[src/rtl/sseg_pkg.sv]
// Shared types and segment helpers for the scanned seven-segment display.
package sseg_pkg;

  typedef enum logic [1:0] {
    IDLE   = 2'd0,
    SHIFT  = 2'd1,
    COMMIT = 2'd2
  } state_t;

  localparam logic [6:0] SEG_BLANK = 7'h7F;
  localparam logic [6:0] SEG_DASH  = 7'b0111111;

  // Active-low {g,f,e,d,c,b,a}
  function automatic logic [6:0] seg_decode(input logic [3:0] d);
    logic [6:0] s;
    case (d)
      4'h0: s = 7'b1000000;
      4'h1: s = 7'b1111001;
      4'h2: s = 7'b0100100;
      4'h3: s = 7'b0110000;
      4'h4: s = 7'b0011001;
      4'h5: s = 7'b0010010;
      4'h6: s = 7'b0000010;
      4'h7: s = 7'b1111000;
      4'h8: s = 7'b0000000;
      4'h9: s = 7'b0010000;
      4'hA: s = 7'b0001000;
      4'hB: s = 7'b0000011;
      4'hC: s = 7'b1000110;
      4'hD: s = 7'b0100001;
      4'hE: s = 7'b0000110;
      default: s = 7'b0001110;
    endcase
    return s;
  endfunction

  function automatic logic [63:0] pow10(input int n);
    logic [63:0] p;
    p = 64'd1;
    for (int i = 0; i < n; i++) p = p * 64'd10;
    return p;
  endfunction

endpackage

[src/rtl/sseg_scan_display_bin2bcd_seq.sv]
// Sequential double-dabble: one add-3/shift iteration per cycle, MSB first.
// i_start loads the operand; o_done is high during the final iteration cycle.
module bin2bcd_seq
  import sseg_pkg::*;
#(
  parameter int BIN_W  = 16,
  parameter int DIGITS = 4
) (
  input  logic                  i_clk,
  input  logic                  i_rst_n,
  input  logic                  i_start,
  input  logic [BIN_W-1:0]      i_bin,
  output logic                  o_done,
  output logic [4*DIGITS-1:0]   o_bcd
);

  localparam int BCD_W = 4 * DIGITS;
  localparam int CNT_W = $clog2(BIN_W + 1);

  logic [BIN_W-1:0] r_sh;
  logic [BCD_W-1:0] r_acc;
  logic [CNT_W-1:0] r_cnt;
  logic             r_active;
  logic [BCD_W-1:0] w_adj;

  always_comb begin
    w_adj = r_acc;
    for (int k = 0; k < DIGITS; k++) begin
      if (r_acc[4*k +: 4] >= 4'd5) w_adj[4*k +: 4] = r_acc[4*k +: 4] + 4'd3;
    end
  end

  assign o_done = r_active && (r_cnt == CNT_W'(BIN_W - 1));
  assign o_bcd  = r_acc;

  always_ff @(posedge i_clk or negedge i_rst_n) begin
    if (!i_rst_n) begin
      r_sh     <= '0;
      r_acc    <= '0;
      r_cnt    <= '0;
      r_active <= 1'b0;
    end else if (i_start) begin
      r_sh     <= i_bin;
      r_acc    <= '0;
      r_cnt    <= '0;
      r_active <= 1'b1;
    end else if (r_active) begin
      r_acc <= {w_adj[BCD_W-2:0], r_sh[BIN_W-1]};
      r_sh  <= r_sh << 1;
      if (o_done) begin
        r_active <= 1'b0;
        r_cnt    <= '0;
      end else begin
        r_cnt <= r_cnt + 1'b1;
      end
    end
  end

endmodule

[src/rtl/sseg_scan_display.sv]
// Loadable multi-digit display: decimal via bin2bcd_seq or raw hex, one-deep pending load, scanned active-low outputs.
// LEADING_ZERO_BLANK_EN blanks leading zero digits of decimal values.
module sseg_scan_display
  import sseg_pkg::*;
#(
  parameter int DIGITS      = 4,
  parameter int BIN_W       = 16,
  parameter int REFRESH_DIV = 1000
) (
  input  logic              CLK,
  input  logic              RST_N,
  input  logic [BIN_W-1:0]  BIN_IN,
  input  logic              LOAD,
  input  logic              HEX_MODE,
  output logic              BUSY,
  output logic              OVF,
  output logic [6:0]        sseg,
  output logic [DIGITS-1:0] an
);

  localparam int BCD_W = 4 * DIGITS;
  localparam int SRC_W = (BIN_W > BCD_W) ? BIN_W : BCD_W;
  localparam int IDX_W = (DIGITS > 1) ? $clog2(DIGITS) : 1;
  localparam int REF_W = (REFRESH_DIV > 1) ? $clog2(REFRESH_DIV) : 1;
  localparam logic [63:0] DEC_MAX = pow10(DIGITS) - 64'd1;

  state_t            r_state, w_next;
  logic              r_busy, r_ovf, r_ovf_next, r_mode_hex, r_disp_hex;
  logic              r_pend, r_pend_hex;
  logic [BIN_W-1:0]  r_pend_bin;
  logic [BCD_W-1:0]  r_hexval, r_digits;
  logic [IDX_W-1:0]  r_idx;
  logic [REF_W-1:0]  r_ref;

  logic              w_start, w_start_hex, w_commit, w_done, w_ovf_start;
  logic [BIN_W-1:0]  w_start_bin;
  logic [SRC_W-1:0]  w_start_ext;
  logic [BCD_W-1:0]  w_bcd;
  logic [3:0]        w_digit;
  logic [6:0]        w_seg;
  logic [DIGITS-1:0] w_an;

  bin2bcd_seq #(.BIN_W(BIN_W), .DIGITS(DIGITS)) u_bcd (
    .i_clk   (CLK),
    .i_rst_n (RST_N),
    .i_start (w_start && !w_start_hex),
    .i_bin   (w_start_bin),
    .o_done  (w_done),
    .o_bcd   (w_bcd)
  );

  always_comb begin
    w_next      = r_state;
    w_start     = 1'b0;
    w_commit    = 1'b0;
    w_start_bin = BIN_IN;
    w_start_hex = HEX_MODE;
    case (r_state)
      IDLE: begin
        // A pending entry left by a LOAD during a final COMMIT starts here
        if (LOAD) begin
          w_start = 1'b1;
        end else if (r_pend) begin
          w_start     = 1'b1;
          w_start_bin = r_pend_bin;
          w_start_hex = r_pend_hex;
        end
      end
      SHIFT: if (w_done) w_next = COMMIT;
      COMMIT: begin
        w_commit = 1'b1;
        w_next   = IDLE;
        if (r_pend) begin
          w_start     = 1'b1;
          w_start_bin = r_pend_bin;
          w_start_hex = r_pend_hex;
        end
      end
      default: w_next = IDLE;
    endcase
    if (w_start) w_next = w_start_hex ? COMMIT : SHIFT;
  end

  assign w_start_ext = SRC_W'(w_start_bin);
  assign w_ovf_start = w_start_hex ? ((w_start_ext >> BCD_W) != '0)
                                   : (64'(w_start_bin) > DEC_MAX);

  always_ff @(posedge CLK or negedge RST_N) begin
    if (!RST_N) begin
      r_state    <= IDLE;
      r_busy     <= 1'b0;
      r_ovf      <= 1'b0;
      r_ovf_next <= 1'b0;
      r_mode_hex <= 1'b0;
      r_disp_hex <= 1'b0;
      r_hexval   <= '0;
      r_digits   <= '0;
      r_pend     <= 1'b0;
      r_pend_hex <= 1'b0;
      r_pend_bin <= '0;
    end else begin
      r_state <= w_next;
      r_busy  <= (w_next != IDLE);
      if (w_start) begin
        r_hexval   <= w_start_ext[BCD_W-1:0];
        r_mode_hex <= w_start_hex;
        r_ovf_next <= w_ovf_start;
      end
      if (w_commit) begin
        r_digits   <= r_mode_hex ? r_hexval : w_bcd;
        r_ovf      <= r_ovf_next;
        r_disp_hex <= r_mode_hex;
      end
      // Newest LOAD wins, even over a pending entry consumed this cycle
      if (LOAD && (r_state != IDLE)) begin
        r_pend     <= 1'b1;
        r_pend_bin <= BIN_IN;
        r_pend_hex <= HEX_MODE;
      end else if (w_start) begin
        r_pend <= 1'b0;
      end
    end
  end

  always_ff @(posedge CLK or negedge RST_N) begin
    if (!RST_N) begin
      r_ref <= '0;
      r_idx <= '0;
    end else if (r_ref == REF_W'(REFRESH_DIV - 1)) begin
      r_ref <= '0;
      r_idx <= (r_idx == IDX_W'(DIGITS - 1)) ? '0 : r_idx + 1'b1;
    end else begin
      r_ref <= r_ref + 1'b1;
    end
  end

  always_comb begin
    w_digit = r_digits[4*int'(r_idx) +: 4];
    w_seg   = seg_decode(w_digit);
    if (r_ovf) begin
      w_seg = SEG_DASH;
    end
`ifdef LEADING_ZERO_BLANK_EN
    else if (!r_disp_hex && (r_idx != '0) &&
             ((r_digits >> (4*int'(r_idx))) == '0)) begin
      w_seg = SEG_BLANK;
    end
`else
    else begin
      w_seg = seg_decode(w_digit);
    end
`endif
    w_an = ~(DIGITS'(1) << r_idx);
  end

  assign BUSY = r_busy;
  assign OVF  = r_ovf;
  assign sseg = RST_N ? w_seg : SEG_BLANK;
  assign an   = RST_N ? w_an : '1;

endmodule

[config.mk]
export PLATFORM = sky130hd
export DESIGN_NAME = sseg_scan_display
export DESIGN_NICKNAME = d
export VERILOG_FILES = /design/src/rtl/sseg_pkg.sv /design/src/rtl/sseg_scan_display_bin2bcd_seq.sv /design/src/rtl/sseg_scan_display.sv
export SDC_FILE = /design/constraint.sdc
export NUM_CORES = 1
export LEC_CHECK = 0
export ABC_CLOCK_PERIOD_IN_PS = 2500
export CORE_AREA = 3 3 114 116
export CTS_CLUSTER_SIZE = 28
export DETAILED_ROUTE_END_ITERATION = 12
export DIE_AREA = 0 0 117 119
export DONT_BUFFER_PORTS = 1
export MAX_ROUTING_LAYER = met4
export PLACE_DENSITY_LB_ADDON = 0.3
export REMOVE_ABC_BUFFERS = 1
export SLEW_MARGIN = 20
export SYNTH_ARGS = -nofsm -noshare
export SYNTH_HDL_FRONTEND = slang
export SYNTH_SLANG_ARGS = --single-unit
[constraint.sdc]
create_clock -name CLK -period 2.5 [get_ports CLK]
set_clock_uncertainty 0.1 [all_clocks]
set_input_delay 0.25 -clock CLK [delete_from_list [all_inputs] [get_ports CLK]]
set_output_delay 0.25 -clock CLK [all_outputs]
set_load 0.01 [all_outputs]
---- After elaboration in Yosys (flattened, before gate mapping) ----
Memories as Yosys holds them, arrays and structs flattened.
Cells that the tools add are included.
operators by class
  reductions and logical operators ........ 9
  bitwise gates (word level) .............. 1
  $add $sub $neg .......................... 7
  multiplexer cells ....................... 37
  shifts and indexed selects .............. 2
  equal/unequal tests ..................... 5
  order comparisons ....................... 5
operators by type and width
  operator                                                           count
  2-to-1 mux 16 bit                                                  7
  case mux 16 bit (2 select lines)                                   1
  greater-or-equal comparator 4 x 3 -> 1 bit, second input constant  4
  > comparator 16 x 14 -> 1 bit, second input constant               1
  2-to-1 mux 4 bit                                                   4
  variable part select 16 x 5 -> 4 bit                               1
  2-to-1 mux 5 bit                                                   3
  2-to-1 mux 7 bit                                                   2
  adder 4 x 2 -> 4 bit, second input constant                        3
  2-to-1 mux 1 bit                                                   11
  adder 10 x 1 -> 10 bit, second input constant                      1
  equality test 10 bit, second input constant                        1
  2-to-1 mux 10 bit                                                  1
  2-to-1 mux 2 bit                                                   4
  nonzero test 2 bit                                                 4
  adder 5 x 1 -> 5 bit, second input constant                        1
  equality test 5 x 4 -> 1 bit, second input constant                1
  equality test 2 bit, second input constant                         2
  NOT 4 bit                                                          1
  case mux 1 bit (2 select lines)                                    2
  case mux 2 bit (2 select lines)                                    1
  << shifter 1 x 2 -> 4 bit, first input constant                    1
  adder 3 x 2 -> 3 bit, second input constant                        1
  logical AND 1 bit                                                  3
  5 further kinds                                                    5
word-level totals
  flip-flop bits (word level) ............. 106
  memories kept ........................... 1
  memory bits (read-only) ................. 112
  input port bits ......................... 20
  word-level logic and storage cells ...... 83
  output and inout bits ................... 13
memory list
  name             words  width  rd ports  clocked after memory_dff  write ports  line            source
  (no name shown)  16     7      1         0                         0            sseg_pkg.sv:16  case (d)

---- Depth between registers and ports, before layout ----
  word-level depth ........................ 6
  mapped depth ............................ 8
  gate-level depth less buffers ........... 7

---- Hierarchy ----
A second synthesis with hierarchy kept.
second synthesis, totals
  cell total of the unflattened synthesis .. 509
  area, all modules ....................... 5575.3 um^2
by module, submodules not included
  module             area each (um^2)  instances  cells an instance  sequential area each (um^2)
  sseg_scan_display  3540.9            1          298                1701.6
  bin2bcd_seq        2034.5            1          211                950.9

---- Worst setup path before layout ----
OpenSTA, ideal clock, no wires.
  path type ............................... register to output
  from .................................... register r_idx[0]
  to ...................................... output port sseg[6]
  path slack .............................. 0.252 ns
  stages on the path, launching flop included .. 7
  required time ........................... 2.150 ns
  data arrival time ....................... 1.898 ns
  buffers on the path ..................... 1
  cell sequence ........................... dfrtp_1 buf_6 mux4_1 ha_1 mux2_4 a21oi_1 o21ai_1
between the ends
  word-level cells in the longest chain between the ends .. 4
RTL lines
  what                                  line                      source
  start, declared                       sseg_scan_display.sv:32   logic [IDX_W-1:0] r_idx;
  start signal, assigned                sseg_scan_display.sv:131  r_idx <= (r_idx == IDX_W'(DIGITS - 1)) ? '0 : r_idx + 1'b1;
  variable part select 16 x 5 -> 4 bit  sseg_scan_display.sv:138  w_digit = r_digits[4*int'(r_idx) +: 4];
  memory read (16 x 7 bit)              --
  2-to-1 mux 7 bit                      sseg_scan_display.sv:140  if (r_ovf) begin
  2-to-1 mux 7 bit                      sseg_scan_display.sv:158  assign sseg = RST_N ? w_seg : SEG_BLANK;
  end, declared                         sseg_scan_display.sv:17   output logic [6:0] sseg,
Every way passes these cells.

---- Final worst setup path ----
Ends and elaborated chain as after synthesis.

==> results.ini <==
[cts]
clock_path_buffers=2
clkTransAtPathRegs_ps=70
insertion_delay_ps=350
cts.htree.levels=3
postCtsHoldBufs=17
cts_tree=done
numClockSinks=106
clock-root-buffer=clkbuf_16
numCtsBuffers=9

[min_path]
min_path_type=primary input to asynchronous set/reset pin

[drt]
first_pass_iters=4
ant_nets=0
drc_errors=0
routedWlPerCell_um=15.50
wirelength_um=10680
drtIter0Drc=195
via_per_inst=5.488
vias=3781

[place]
post-dp-hpwl_um=7038
gp_congestion=0.8244
placed_cells=648
port_buffers=0

[floorplanning]
start_util_pct=44.82
placementRows=40
core_area_um2=12010
die_h_um=119
die_x_um=117
pin_count=33
die-area_um2=13920

[timing]
worstMarginPinSlew_ps=567.9
slew_viol_final=0
clock.fmax_mhz=411.1
fin_crit_ps=2433
period_share_pct=97.31
tns_ps=0
hold_viol=106
holdWs_ps=-504.8
rsz0062_at_grt=yes
slew_headroom_pct=62.14
setup_viol=0

[yosys]
synthTopCellsByCount=dfrtp_1 (106), nand2_1 (62), o21ai_0 (49)
synth_top_family_by_area=multiplexers
synthAdderAreaFrac_pct=4.648
synth_top_area_cell=dfrtp_1
async_reset_ff_share_pct=100.0
ys_seq_area_share_pct=49.27
synthMuxAreaShare_pct=14.27
synth_edf_count=0
synthSimpleGateAreaFrac_pct=13.01
synth.cell_area_um2=5384
synth_most_common_cell=dfrtp_1
synthFlopType=dfrtp_1
synth_top_area_share_pct=49.27
synth-seq-cells=106
syn_area_per_cell_um2=10.39
synthXorXnorAreaFrac_pct=2.277
yosys_warnings=0
synth_cell_types=45
syn_inst=518
synth_area_leaders=dfrtp_1 (49%), mux2i_1 (8.0%), ha_1 (4.6%)
synth_compound_area_share_pct=12.99

[grt]
grt_start_max_net_pins=113
grtUsageMet3_pct=5.030
top_usage_layer=met2
grt.met1_usage_pct=23.36
grt_overflow_total=0
grtUsageTotal_pct=17.29
grt_pass1_wl_um=18720
grt_pass1_vias=3825
gr-usage-met2_pct=25.53
grt_antenna_before_repair=0

[run]
maxCapViolations=0

[finish]
fin_cells=689
post-route-util_pct=51.30
antenna_cells=0
area_growth_pct=14.46
fin_nets=577
drive_gt1_share_pct=14.58

[worst_setup_path]
worstSetupEndpointType=output pin
start_kind=flop
path_cells=mux4_2, ha_2, mux2_4, a21oi_2, o21ai_2
rrSetupSlack_ps=630
critPathTopFamily=multiplexers
critPathBufInv=0
setup.worst_path.class=flop to output pin
r2r_start=r_state[1]$_DFF_PN0_
r2r_cells=6
r2r-end=r_ovf_next$_DFFE_PN0P_
crit_slowest_cell=mux4_2
worst-path-max-fanout=4
crit_required_ps=2150
crit_path_max_incr_delay_ps=580
cp.arrival_ps=2080

[power]
p_leak_nw=2.680
p_sw_mw=2.810
total_power_mw=7.551
intPower_mw=4.741
p_sw_share_pct=37.21
powerDensity_nw_per_um2=1225
peakVddDrop_mv=0.7172
power_frac_seq_pct=40.7
p_comb_share_pct=40.0
p_clk_share_pct=19.3

[status]
violations=hold timing
status=finished, violations left

[layout make-up]
type | instances | area (µm²)
clock buffers | 10 | 239.0
clock inverters | 6 | 71.32
fillers | 1094 | 5849
inverters | 15 | 56.30
multi-input cells | 370 | 2615
flip-flops and latches | 106 | 2655
well taps | 147 | 183.9
repair buffers | 35 | 341.6
[cell usage in the layout (no fill, tap or decap), types with 2 or more instances in the layout]
| master | count |
|---|---|
| mux2_2 | 20 |
| nand3_1 | 17 |
| nand2b_4 | 2 |
| dfrtp_2 | 2 |
| nor2_1 | 24 |
| nor4_1 | 2 |
| a211oi_1 | 15 |
| nand2_1 | 61 |
| a31o_2 | 2 |
| nor3_1 | 2 |
| nand4_1 | 2 |
| nor2b_1 | 19 |
| mux4_2 | 4 |
| buf_4 | 13 |
| a21o_1 | 3 |
| a21oi_2 | 2 |
| clkbuf_16 | 9 |
| xnor2_1 | 10 |
| inv_2 | 2 |
| o21ai_1 | 2 |
| buf_12 | 2 |
| buf_6 | 3 |
| ha_1 | 17 |
| xor2_1 | 4 |
| o21ai_0 | 48 |
| o211ai_1 | 6 |
| inv_1 | 13 |
| mux2i_1 | 43 |
| a21oi_1 | 29 |
| dfrtp_1 | 104 |
| ha_2 | 3 |
| nand2b_1 | 12 |
| dlygate4sd3_1 | 17 |
[worst max-delay path by stage]
stage,from,end,slack [ps],cells after the start
finish,r_idx[0]$_DFFE_PN0N_,sseg[6],70,5
global route,r_idx[0]$_DFFE_PN0N_,sseg[3],-50,7
CTS,r_idx[0]$_DFFE_PN0N_,sseg[0],5,6
detailed placement,r_idx[0]$_DFFE_PN0N_,sseg[6],250,5
global placement,r_idx[0]$_DFFE_PN0N_,sseg[6],300,5
floorplan,r_state[0]$_DFF_PN0_,r_hexval[10]$_DFFE_PN0P_,-580,3
[cell families after synthesis]
family                     after synthesis
adders and majority gates               20
muxes                                   68
AOI/OAI and AO/OA                      119
DFF                                    106
and+or+nand+nor                        148
buffers and inverters                   43
xor gates and xnor gates                14
[timing repair]
item / in CTS / in global routing
setup buffers: 6 / 1
gates resized for setup: 8 / 12
gates cloned: 1 / 0
pin swaps: 0 / 2
hold endpoints to repair: 124 / 106
setup endpoints to repair: 5 / 6
[power by group through the flow]
stage | combinational [mW] | sequential, mW | clock (mW)
floorplan | 2.20 | 2.95 | 0
global placement | 2.72 | 3.06 | 0
detailed placement | 2.83 | 3.09 | 0
CTS | 2.97 | 3.07 | 1.50
global route | 3.45 | 3.19 | 1.58
finish | 3.02 | 3.08 | 1.45
[state kept, by name, summed over array words and instances, names as in the netlist, 2 cells and up]
register / flops
r_digits: 16
r_hexval: 16
r_pend_bin: 16
u_bcd.o_bcd: 16
u_bcd.r_sh: 16
r_ref: 10
u_bcd.r_cnt: 5
r_idx: 2
r_state: 2
[metrics by stage]
| stage | area, µm² | setup slack, ps |
|---|---|---|
| 2_1_floorplan | 5250 | -577.9 |
| 3_3_place_gp | 5552 | 296.4 |
| 3_5_place_dp | 5552 | 250.9 |
| 4_1_cts | 6121 | 4.502 |
| 5_1_grt | 6162 | -46.56 |
| 6_report | 6162 | 67.27 |
[metal layers]
metal / vias to the layer above / part of all wire (%)
met5: - / 0
met4: 0 / 1.4
met3: 14 / 4.8
met2: 68 / 47
met1: 1841 / 47
li1: 1858 / -
Note: power is estimated with default switching activity, not from simulation.
